==> src/rtl/xor_nn_seq.sv <==
// Sequential N_IN -> N_HID -> 1 fixed-point network on one shared MAC with hard-sigmoid activation.
// Optional macro XOR_NN_THRESH_EN adds a registered y_bit threshold output.
module xor_nn_seq #(
  parameter int DATA_W = 8,
  parameter int FRAC_W = 4,
  parameter int N_IN   = 2,
  parameter int N_HID  = 3,
  localparam int AW    = $clog2(N_HID*(N_IN+2)+1)
) (
  input  logic                     clock,
  input  logic                     rst_n,
  input  logic                     in_valid,
  output logic                     in_ready,
  input  logic [N_IN*DATA_W-1:0]   x,
  output logic                     out_valid,
  input  logic                     out_ready,
  output logic [DATA_W-1:0]        y,
  input  logic                     wr_en,
  input  logic [AW-1:0]            wr_addr,
  input  logic [DATA_W-1:0]        wr_data,
  output logic                     busy
`ifdef XOR_NN_THRESH_EN
  , output logic                   y_bit
`endif
);

  localparam int ACC_W   = 2*DATA_W + $clog2(N_IN+N_HID+1);
  localparam int PW      = 2*DATA_W;
  localparam int HW      = (N_HID > 1) ? $clog2(N_HID) : 1;
  localparam int IW      = (N_IN > 1) ? $clog2(N_IN) : 1;
  localparam int B1_BASE = N_HID*N_IN;
  localparam int W2_BASE = N_HID*(N_IN+1);
  localparam int B2_ADDR = N_HID*(N_IN+2);

  localparam logic signed [ACC_W-1:0] SMAX = ACC_W'((1 << (DATA_W-1)) - 1);
  localparam logic signed [ACC_W-1:0] SMIN = ~SMAX;
  localparam logic signed [DATA_W:0]  HALF = (DATA_W+1)'(1 << (FRAC_W-1));
  localparam logic signed [DATA_W:0]  ONE  = (DATA_W+1)'(1 << FRAC_W);

  localparam logic [2:0] S_IDLE = 3'd0;
  localparam logic [2:0] S_LOAD = 3'd1;
  localparam logic [2:0] S_HMAC = 3'd2;
  localparam logic [2:0] S_HACT = 3'd3;
  localparam logic [2:0] S_OMAC = 3'd4;
  localparam logic [2:0] S_OACT = 3'd5;
  localparam logic [2:0] S_DONE = 3'd6;

  // Saturate the accumulator to DATA_W, then 0.5 + z/4 clamped to [0, 1].
  function automatic logic signed [DATA_W-1:0] act(input logic signed [ACC_W-1:0] a);
    logic signed [DATA_W-1:0] z;
    logic signed [DATA_W:0]   t;
    if (a > SMAX)      z = SMAX[DATA_W-1:0];
    else if (a < SMIN) z = SMIN[DATA_W-1:0];
    else               z = a[DATA_W-1:0];
    t = (DATA_W+1)'(z >>> 2) + HALF;
    if (t[DATA_W])     return '0;
    else if (t > ONE)  return ONE[DATA_W-1:0];
    else               return t[DATA_W-1:0];
  endfunction

  logic signed [DATA_W-1:0] w1_q [N_HID][N_IN];
  logic signed [DATA_W-1:0] b1_q [N_HID];
  logic signed [DATA_W-1:0] w2_q [N_HID];
  logic signed [DATA_W-1:0] b2_q;
  logic signed [DATA_W-1:0] a2_q [N_HID];
  logic signed [DATA_W-1:0] x_q  [N_IN];

  logic [2:0]               state_q, state_d;
  logic [HW-1:0]            h_q, h_d;
  logic [IW-1:0]            i_q, i_d;
  logic signed [ACC_W-1:0]  acc_q, acc_d;
  logic signed [DATA_W-1:0] y_q, y_d;
  logic                     vld_q, vld_d;

  logic signed [DATA_W-1:0] opa, opb, act_out;
  logic signed [PW-1:0]     prod;
  logic signed [ACC_W-1:0]  term;
  logic                     accept;

  assign in_ready  = (state_q == S_IDLE);
  assign busy      = (state_q != S_IDLE);
  assign accept    = in_valid && in_ready;
  assign out_valid = vld_q;
  assign y         = y_q;

  // Single multiplier shared between the hidden and output layers.
  assign opa     = (state_q == S_OMAC) ? w2_q[h_q] : w1_q[h_q][i_q];
  assign opb     = (state_q == S_OMAC) ? a2_q[h_q] : x_q[i_q];
  assign prod    = PW'(opa) * PW'(opb);
  assign term    = ACC_W'(prod >>> FRAC_W);
  assign act_out = act(acc_q);

  always_ff @(posedge clock or negedge rst_n) begin
    if (!rst_n) begin
      for (int h = 0; h < N_HID; h++) begin
        for (int i = 0; i < N_IN; i++) w1_q[h][i] <= '0;
        b1_q[h] <= '0;
        w2_q[h] <= '0;
      end
      b2_q <= '0;
    end else if (wr_en && state_q == S_IDLE) begin
      for (int h = 0; h < N_HID; h++) begin
        for (int i = 0; i < N_IN; i++)
          if (wr_addr == AW'(h*N_IN+i)) w1_q[h][i] <= wr_data;
        if (wr_addr == AW'(B1_BASE+h)) b1_q[h] <= wr_data;
        if (wr_addr == AW'(W2_BASE+h)) w2_q[h] <= wr_data;
      end
      if (wr_addr == AW'(B2_ADDR)) b2_q <= wr_data;
    end
  end

  always_comb begin
    state_d = state_q;
    h_d     = h_q;
    i_d     = i_q;
    acc_d   = acc_q;
    y_d     = y_q;
    vld_d   = vld_q;
    case (state_q)
      S_IDLE: if (accept) state_d = S_LOAD;
      S_LOAD: begin
        h_d     = '0;
        i_d     = '0;
        acc_d   = ACC_W'(b1_q[0]);
        state_d = S_HMAC;
      end
      S_HMAC: begin
        acc_d = acc_q + term;
        if (i_q == IW'(N_IN-1)) state_d = S_HACT;
        else                    i_d     = i_q + IW'(1);
      end
      S_HACT: begin
        i_d = '0;
        if (h_q == HW'(N_HID-1)) begin
          h_d     = '0;
          acc_d   = ACC_W'(b2_q);
          state_d = S_OMAC;
        end else begin
          h_d     = h_q + HW'(1);
          acc_d   = ACC_W'(b1_q[h_q + HW'(1)]);
          state_d = S_HMAC;
        end
      end
      S_OMAC: begin
        acc_d = acc_q + term;
        if (h_q == HW'(N_HID-1)) state_d = S_OACT;
        else                     h_d     = h_q + HW'(1);
      end
      S_OACT: begin
        y_d     = act_out;
        vld_d   = 1'b1;
        state_d = S_DONE;
      end
      S_DONE: if (out_ready) begin
        vld_d   = 1'b0;
        state_d = S_IDLE;
      end
      default: state_d = S_IDLE;
    endcase
  end

  always_ff @(posedge clock or negedge rst_n) begin
    if (!rst_n) begin
      state_q <= S_IDLE;
      h_q     <= '0;
      i_q     <= '0;
      acc_q   <= '0;
      y_q     <= '0;
      vld_q   <= 1'b0;
      for (int h = 0; h < N_HID; h++) a2_q[h] <= '0;
      for (int i = 0; i < N_IN; i++)  x_q[i]  <= '0;
    end else begin
      state_q <= state_d;
      h_q     <= h_d;
      i_q     <= i_d;
      acc_q   <= acc_d;
      y_q     <= y_d;
      vld_q   <= vld_d;
      if (accept)
        for (int i = 0; i < N_IN; i++) x_q[i] <= x[i*DATA_W +: DATA_W];
      if (state_q == S_HACT) a2_q[h_q] <= act_out;
    end
  end

`ifdef XOR_NN_THRESH_EN
  logic y_bit_q;
  always_ff @(posedge clock or negedge rst_n) begin
    if (!rst_n)                 y_bit_q <= 1'b0;
    else if (state_q == S_OACT) y_bit_q <= (act_out >= DATA_W'(1 << (FRAC_W-1)));
  end
  assign y_bit = y_bit_q;
`endif

endmodule
==> config.mk <==
export PLATFORM = sky130hd
export DESIGN_NAME = xor_nn_seq
export DESIGN_NICKNAME = d
export VERILOG_FILES = /design/src/rtl/xor_nn_seq.sv
export SDC_FILE = /design/constraint.sdc
export NUM_CORES = 1
export LEC_CHECK = 0
export CORE_MARGIN = 10
export CORE_UTILIZATION = 40
export DETAILED_ROUTE_END_ITERATION = 8
export SYNTH_ARGS = -nofsm -noshare
export SYNTH_HDL_FRONTEND = slang
export SYNTH_SLANG_ARGS = --single-unit
==> constraint.sdc <==
create_clock -name clock -period 12.1 [get_ports clock]
set_clock_uncertainty 0.15 [all_clocks]
set_input_delay 1.21 -clock clock [delete_from_list [all_inputs] [get_ports clock]]
set_output_delay 1.21 -clock clock [all_outputs]
set_load 0.01 [all_outputs]
## Word level (Yosys, flattened, before mapping)

Cells that the tools add are included.

| word-level totals | value |
|---|---|
| flip-flop bits (word level) | 178 |
| input port bits | 33 |
| logic and storage cells | 133 |
| output and inout port bits | 11 |

| cells by class | value |
|---|---|
| equal/unequal tests | 24 |
| reductions and logical operators | 28 |
| muxes and demuxes | 42 |
| add/subtract/negate cells | 4 |
| bitwise operators | 3 |
| $mul | 1 |
| $lt $le $gt $ge | 7 |

Operator list:

| kind | count |
|---|---|
| $mux 8 | 19 |
| $pmux 19 s3 | 1 |
| $bmux 8 s2 | 3 |
| $bmux 16 s2 | 1 |
| $mux 16 | 2 |
| $reduce_and 2->1 | 15 |
| $bwmux 24 | 1 |
| $pmux 3 s7 | 1 |
| $eq 4x4->1 const B | 5 |
| $add 19x12->19 | 1 |
| $gt 19x8->1 const B | 1 |
| $lt 19x8->1 const B | 1 |
| $mux 19 | 1 |
| $demux 8 s2 | 1 |
| $eq 4x3->1 const B | 4 |
| $mul 8x8->16 | 1 |
| $mux 3 | 5 |
| $eq 3x3->1 const B | 3 |
| $reduce_bool 3->1 | 3 |
| $eq 4x2->1 const B | 2 |
| $add 6x5->7 const B | 1 |
| $gt 7x6->1 const B | 1 |
| $eq 3x2->1 const B | 2 |
| $ge 3x3->1 const B | 2 |
| other kinds (21) | 32 |

## Logic depth before layout (Yosys ltp)

Gate-level depths: netlist of run 1.

| depth | value |
|---|---|
| depth after elaboration | 11 |
| mapped depth | 35 |
| mapped depth without buffers | 33 |

## Least setup slack after synthesis of run 1

OpenSTA, ideal clock, no wires.

| path | value |
|---|---|
| path kind | flip-flop to flip-flop |
| from | register h_q[1] |
| to | register acc_q[17] |
| required time | 11.821 ns |
| buffers on the path | 2 |
| stages on the path, launching flop included | 32 |
| arrival time | 6.981 ns |
| period minus slack after synthesis | 7.260 ns |
| setup slack | 4.840 ns |
| cells stage by stage | dfrtp_1 -> buf_2 -> buf_2 -> mux4_2 -> nand2_1 -> o21ai_0 -> o21ai_1 -> nor2_1 -> fa_1 -> inv_1 -> fa_1 -> inv_1 -> fa_1 -> inv_1 -> fa_1 -> inv_1 -> ha_1 -> a21oi_1 -> o21bai_1 -> a21oi_1 -> o21ai_0 -> a21o_1 -> a21oi_1 -> xnor2_1 -> ha_1 -> a21o_1 -> a21o_1 -> a21o_1 -> a2111o_1 -> a31oi_1 -> or4_1 -> nand3_1 |

| on the way | value |
|---|---|
| word-level cells in the longest chain between the ends | 11 |

Ends and longest elaborated chain:

| item | RTL line | RTL |
|---|---|---|
| start, declared | 69 | `logic [HW-1:0] h_q, h_d;` |
| start signal, assigned | 165 | `h_q <= '0;` |
| start signal, assigned | 174 | `h_q <= h_d;` |
| $not 2->3 (implied by the code) | 87, 88 |  |
| $bmux 16 s2 | 87 | `assign opa = (state_q == S_OMAC) ? w2_q[h_q] : w1_q[h_q][i_q];` |
| $mux 16 (implied by the code) (2 in a row) | 87 |  |
| $mux 8 (implied by the code) (3 in a row) | 87 |  |
| $mux 8 | 87 |  |
| $mul 8x8->16 | 89 | `assign prod = PW'(opa) * PW'(opb);` |
| $add 19x12->19 | 128, 145 |  |
| $pmux 19 s3 (*) | 119 | `case (state_q)` |
| end signal, assigned | 167 | `acc_q <= '0;` |
| end signal, assigned | 176 | `acc_q <= acc_d;` |
| end, declared | 71 | `logic signed [ACC_W-1:0] acc_q, acc_d;` |

Every way passes the cells marked *; elsewhere a longest branch is shown, timed or not. The select of a mux whose other input is x is not followed.
A chain may end at the register's enable or synchronous reset.

## Final worst setup path of run 1

| path | value |
|---|---|
| from | register h_q[0] |
| to | register acc_q[18] |

Same word-level chain as after synthesis.

==> results of run 1 <==
-- per-layer routing --
layer / vias up / track usage, % / part of all wire (%)
met1: 3951 / 20.82 / 48
met2: 108 / 25.15 / 47
met3: 23 / 2.987 / 3.2
met5: - / 0 / 0
li1: 3758 / - / -
met4: 0 / 4.338 / 1.4
-- flip-flops by register name, indices dropped and copies added, names as in the netlist --
signal / count
w1_q: 48
b1_q: 24
w2_q: 24
acc_q: 19
a2_q: 18
x_q: 16
b2_q: 8
y: 6
state_q: 3
h_q: 2
i_q: 1
out_valid: 1
-- kinds of logic (layout without fill, tap and decap cells) --
logic type	Yosys count	after routing
flip-flops	170	170
other	1	2
multiplexers	173	173
XOR/XNOR	31	31
AO/OA/AOI/OAI	213	213
buffers and inverters	140	172
AND/OR/NAND/NOR	242	242
adder cells (fa/ha/maj)	105	105
-- critical path, delay by kind of cell, from the launching register on --
family                   cells  cell delay [ns]
adder cells (fa/ha/maj)      6             2.81
AO/OA/AOI/OAI               12             2.01
AND/OR/NAND/NOR              5             1.62
XOR/XNOR                     2             0.82
buffers and inverters        4             0.80
flip-flops                   1             0.68
-- cell type report --
type / instances / share of cell area [%]
flip-flops and latches: 170 / 33.83
well taps: 378 / 3.762
multi-input cells: 766 / 51.08
repair buffers: 46 / 3.572
clock buffers: 19 / 3.523
clock inverters: 13 / 1.423
inverters: 94 / 2.806
-- metrics by stage --
stage | setup WS [ns] | hold slack, ns | instance area, um^2
floorplan | 4.840 | 0.2992 | 11230
detailed placement | 3.029 | 0.3217 | 11950
CTS | 3.029 | 0.3372 | 12570
global route | 2.273 | 0.3526 | 12570
global placement | 3.298 | 0.3106 | 11950
finish | 3.033 | 0.3341 | 12570
-- how the worst max path moves through the flow --
stage	end	cells past startpoint	from
6_report	acc_q[18]	29	h_q[0]
5_1_grt	acc_q[18]	28	h_q[0]
4_1_cts	acc_q[18]	29	h_q[0]
3_5_place_dp	acc_q[18]	29	h_q[0]
3_3_place_gp	acc_q[18]	29	h_q[0]
2_1_floorplan	acc_q[17]	31	h_q[1]
-- synth_stat cells, types with 3 or more instances --
master | count | area (um^2)
xnor2_1 | 20 | 175.2
o21a_1 | 4 | 30.03
a21oi_1 | 59 | 295.3
nor2_1 | 85 | 319.1
a31oi_1 | 7 | 43.79
inv_1 | 93 | 349.1
and3_1 | 3 | 18.77
nand3_1 | 13 | 65.06
nor4_1 | 3 | 18.77
o211ai_1 | 11 | 82.58
buf_4 | 3 | 22.52
nor3b_1 | 4 | 30.03
nor3_1 | 9 | 45.04
and2_1 | 7 | 43.79
a221o_1 | 3 | 30.03
mux2_2 | 132 | 1486
nand2b_1 | 15 | 93.84
nor2b_1 | 14 | 87.58
o21ai_0 | 81 | 405.4
nand4_1 | 3 | 18.77
dfrtp_1 | 170 | 4254
mux4_2 | 8 | 180.2
a21o_1 | 22 | 165.2
o21bai_1 | 4 | 30.03
ha_1 | 50 | 625.6
fa_1 | 55 | 1101
mux2i_1 | 33 | 330.3
nand2_1 | 66 | 247.7
clkbuf_1 | 27 | 101.4
or2_2 | 8 | 50.05
xor2_1 | 11 | 96.34
buf_2 | 14 | 70.07
==> reports/results.txt, run 1 <==
total routed wirelength - 27.10 mm
first-pass GRT wire length - 43.95 mm
Yosys warnings - 0
r2r worst-path depth - 29
Initial DRC Count - 533
post-synthesis adder-cell area fraction - 15.38%
most frequent cells in the layout - dfrtp_1 (170), mux2_2 (132), inv_1 (93)
Worst setup SP type - flop
asr flop ratio synth - 100.0%
TritonCTS clock tree - yes
Worst-path clk slew - 0.07 ns
CP arrival - 9.20 ns
cts hold-fix bufs - 0
synthesized instance count - 1,075
largest net degree at the start of global routing - 109
total gr overflow - 0
register area - 4254 um^2
largest family of logic cells by synthesized area - multiplexers
routed vias/inst - 5.276
Post-Layout Cell Count - 1,486
Core Area - 27,710 um^2
most common cell after layout, fill and taps aside - dfrtp_1
synthesized area - 11,220 um^2
Tot GR Track Use - 15.55%
clock buffer count from CTS - 17
#FFs+latches synth - 170
fin crit share - 74.94%
RSZ-0062 raised after global routing - false
Max-cap violations - 0
total number of vias - 7,840
Worst R2R Setup Slack - 3.03 ns
R2R Path End - acc_q[18]
drt first pass iters - 4
number of flops mapped to enable cells by yosys - 0
worst slew pin tran - 1.019 ns
WL/cell - 18.24 um
crit-path max cell delay - 0.91 ns
initial core utilization - 40.51%
IO Port Bufs - 41
# clock sinks - 170
row cnt - 61
clk buf depth - 2
layout cells sized above 1 - 17.51%
GP Congestion - 0.8786
IO Pins - 44
placed cell count - 1,454
Post-Synth XOR/XNOR Area - 2.419%
Crit path top cell by count - fa_1
post-synthesis cell type count - 60
# setup viols final - 0
fmax - 110.3 MHz
DR DRC count - 0
multi-input logic area - 6422 um^2
Hold Crit Start - y[5]
status - finished clean
H-tree depth - 4
ys flop type - dfrtp_1
syn avg cell area - 10.44 um^2
fillers - 2,635
compound-gate portion of the synthesized area - 11.31%
setup TNS - 0 ns
post-CTS setup buffers - 0
Period minus WS final - 9.067 ns
post-DP HPWL - 19.99 mm
crit path kind - flop to flop
vias in the first global route - 7,995
post-synthesis mux area share - 17.79%
Slew HR - 32.08%
sequential area share after synthesis - 37.90%
Die Span Y - 187.5 um
ANT nets after route - 0
WHS Endpoint - y[5]
initial antenna violation count - 0
Worst Setup End Kind - flop
CP Data Required Time - 12.24 ns
Worst Path Max Fanout - 20
post-cts sizing count - 0
worst hold stages - 1
min-delay worst type - flop to flop
final hold viol count - 0
root buffer cell - clkbuf_16
Layout area overhead - 12.02%
r2r startpoint - h_q[0]
area share of and/or/nand/nor cells after synthesis - 10.22%
Final Slew Violations - 0
Nets - 1,233
diodes inserted - 0
Die Area - 35,160 um^2
Die Span X - 187.5 um
final core utilization - 45.38%
later-pin clock latency in the skew report - 0.44 ns
Slowest-stage cell, CP - nor2_1
Power of run 1 is not shown: default switching activity piles up to over one toggle a cycle in this logic, so the estimate is an artifact.
==> inputs of run 2 (changes only) <==
clock period = 7.95 ns   (was 12.1 ns; I/O delays follow)
==> reports/results.txt, run 2 (same netlist as run 1, synthesis figures left out) <==
Biggest register - w1_q (unchanged)
crit path kind - flop to flop (unchanged)
largest net degree at the start of global routing - 99 (was 109)
clock buffer count from CTS - 17 (unchanged)
WL/cell - 17.86 um (was 18.24 um)
Post-Layout Cell Count - 1,510 (was 1,486)
fmax - 132.8 MHz (was 110.3 MHz)
diodes inserted - 0 (unchanged)
CP Data Required Time - 8.13 ns (was 12.24 ns)
ANT nets after route - 0 (unchanged)
crit-path max cell delay - 0.54 ns (was 0.91 ns)
IO Port Bufs - 41 (unchanged)
RSZ-0062 raised after global routing - false (unchanged)
final worst slack - 0.4172 ns (was 3.033 ns)
Max-cap violations - 0 (unchanged)
# clock sinks - 170 (unchanged)
fin crit share - 94.75% (was 74.94%)
most common cell after layout, fill and taps aside - dfrtp_1 (unchanged)
placed cell count - 1,478 (was 1,454)
most frequent cells in the layout - dfrtp_1 (169), mux2_2 (132), inv_1 (93) (was dfrtp_1 (170), mux2_2 (132), inv_1 (93))
initial core utilization - 40.51% (unchanged)
min-delay worst type - input port to async pin (was flop to flop)
status - finished clean (unchanged)
final hold viol count - 0 (unchanged)
Worst Path Max Fanout - 5 (was 20)
biggest regs - w1_q: 48 flops, b1_q: 24 flops, w2_q: 24 flops (unchanged)
Die Span Y - 187.5 um (unchanged)
r2r worst-path depth - 32 (was 29)
layout cells sized above 1 - 20.23% (was 17.51%)
Die Area - 35,160 um^2 (unchanged)
pre-CTS setup slack - 0.05727 ns (was 3.029 ns)
Slew HR - 35.42% (was 32.08%)
Core Area - 27,710 um^2 (unchanged)
routed vias/inst - 5.228 (was 5.276)
Worst Setup End Kind - flop (unchanged)
total number of vias - 7,894 (was 7,840)
TritonCTS clock tree - yes (unchanged)
# setup viols final - 0 (unchanged)
Period minus WS final - 7.533 ns (was 9.067 ns)
initial antenna violation count - 0 (unchanged)
root buffer cell - clkbuf_16 (unchanged)
max reg flops - 48 (unchanged)
later-pin clock latency in the skew report - 0.44 ns (about the same)
Final Slew Violations - 0 (unchanged)
DR DRC count - 0 (unchanged)
fillers - 2,576 (was 2,635)
total gr overflow - 0 (unchanged)
total routed wirelength - 26.97 mm (was 27.10 mm)
drt first pass iters - 5 (was 4)
first-pass GRT wire length - 43.91 mm (was 43.95 mm)
vias in the first global route - 7,936 (was 7,995)
H-tree depth - 4 (unchanged)
Slowest-stage cell, CP - fa_1 (was nor2_1)
Crit path top cell by count - a21o_1 (was fa_1)
row cnt - 61 (unchanged)
CP arrival - 7.71 ns (was 9.20 ns)
Die Span X - 187.5 um (unchanged)
Layout area overhead - 14.48% (was 12.02%)
IO Pins - 44 (unchanged)
cts hold-fix bufs - 0 (unchanged)
setup TNS - 0 ns (unchanged)
worst slew pin tran - 0.9688 ns (was 1.019 ns)
Initial DRC Count - 536 (was 533)
Nets - 1,257 (was 1,233)
Worst-path clk slew - 0.08 ns (was 0.07 ns)
Tot GR Track Use - 15.42% (was 15.55%)
clk buf depth - 2 (unchanged)
Worst setup SP type - flop (unchanged)
post-DP HPWL - 20.04 mm (was 19.99 mm)
GP Congestion - 0.8934 (was 0.8786)
## run 2: cell count changes in the layout (fill, tap and decap cells not counted), sizes merged
cell,before,now
buf,6,30
bufinv,3,1
clkbuf,19,17
clkinv,4,9
inv,100,99
## run 2: critical path: cells and delay by family (launching register included)
| kind | cells | cell delay (ns) |
|---|---|---|
| and+or+nand+nor | 5 | 0.63 |
| AOI/OAI and AO/OA | 14 | 2.69 |
| adders and majority gates | 6 | 2.43 |
| buffers and inverters | 5 | 0.54 |
| xor gates and xnor gates | 1 | 0.17 |
| DFF | 1 | 0.46 |
| muxes | 1 | 0.34 |
## run 2: repair_timing
| item | 4_1_cts | 5_1_grt |
|---|---|---|
| setup buffers | 0 | 0 |
| endpoints found under the setup margin | 0 | 6 |
| gates resized for setup | 0 | 15 |
## run 2: metrics by stage
| stage | cell area [um^2] | util (%) | hold slack [ns] |
|---|---|---|---|
| after floorplan | 11230 | - | 0.2992 |
| after global placement | 12170 | 43.92 | 0.3103 |
| after detailed placement | 12170 | 43.92 | 0.3200 |
| after CTS | 12820 | 46.26 | 0.3269 |
| after global routing | 12850 | 46.38 | 0.3495 |
| final | 12850 | 46.38 | 0.2796 |
## run 2: area by class of cell
class	instances	area [um^2]	area share, %
clock buffer	17	425.4	3.311
multi-input combinational	766	6454	50.22
tap	378	473.0	3.681
sequential	170	4255	33.12
timing repair buffer	70	666.9	5.190
clock inverter	15	222.7	1.733
inverter	94	352.8	2.746
## run 2: final timing paths
path                        start         to  slack [ns]
setup / recovery           h_q[1]  acc_q[17]        0.42
hold / removal              rst_n    w1_q[8]        0.28
setup reg to reg           h_q[1]  acc_q[17]        0.42
hold reg to reg              y[2]       y[2]        0.33
max in group asynchronous   rst_n   acc_q[4]        5.84
min in group clock           y[2]       y[2]        0.33
## run 2: layer usage
| metal | global-route usage, % | wire length, um |
|---|---|---|
| met1 | 21.62 | 13340 |
| met2 | 23.71 | 12150 |
| met3 | 2.894 | 918 |
| met4 | 4.554 | 565 |
| met5 | 0 | 0 |
Power of run 2 is left out for the same reason.
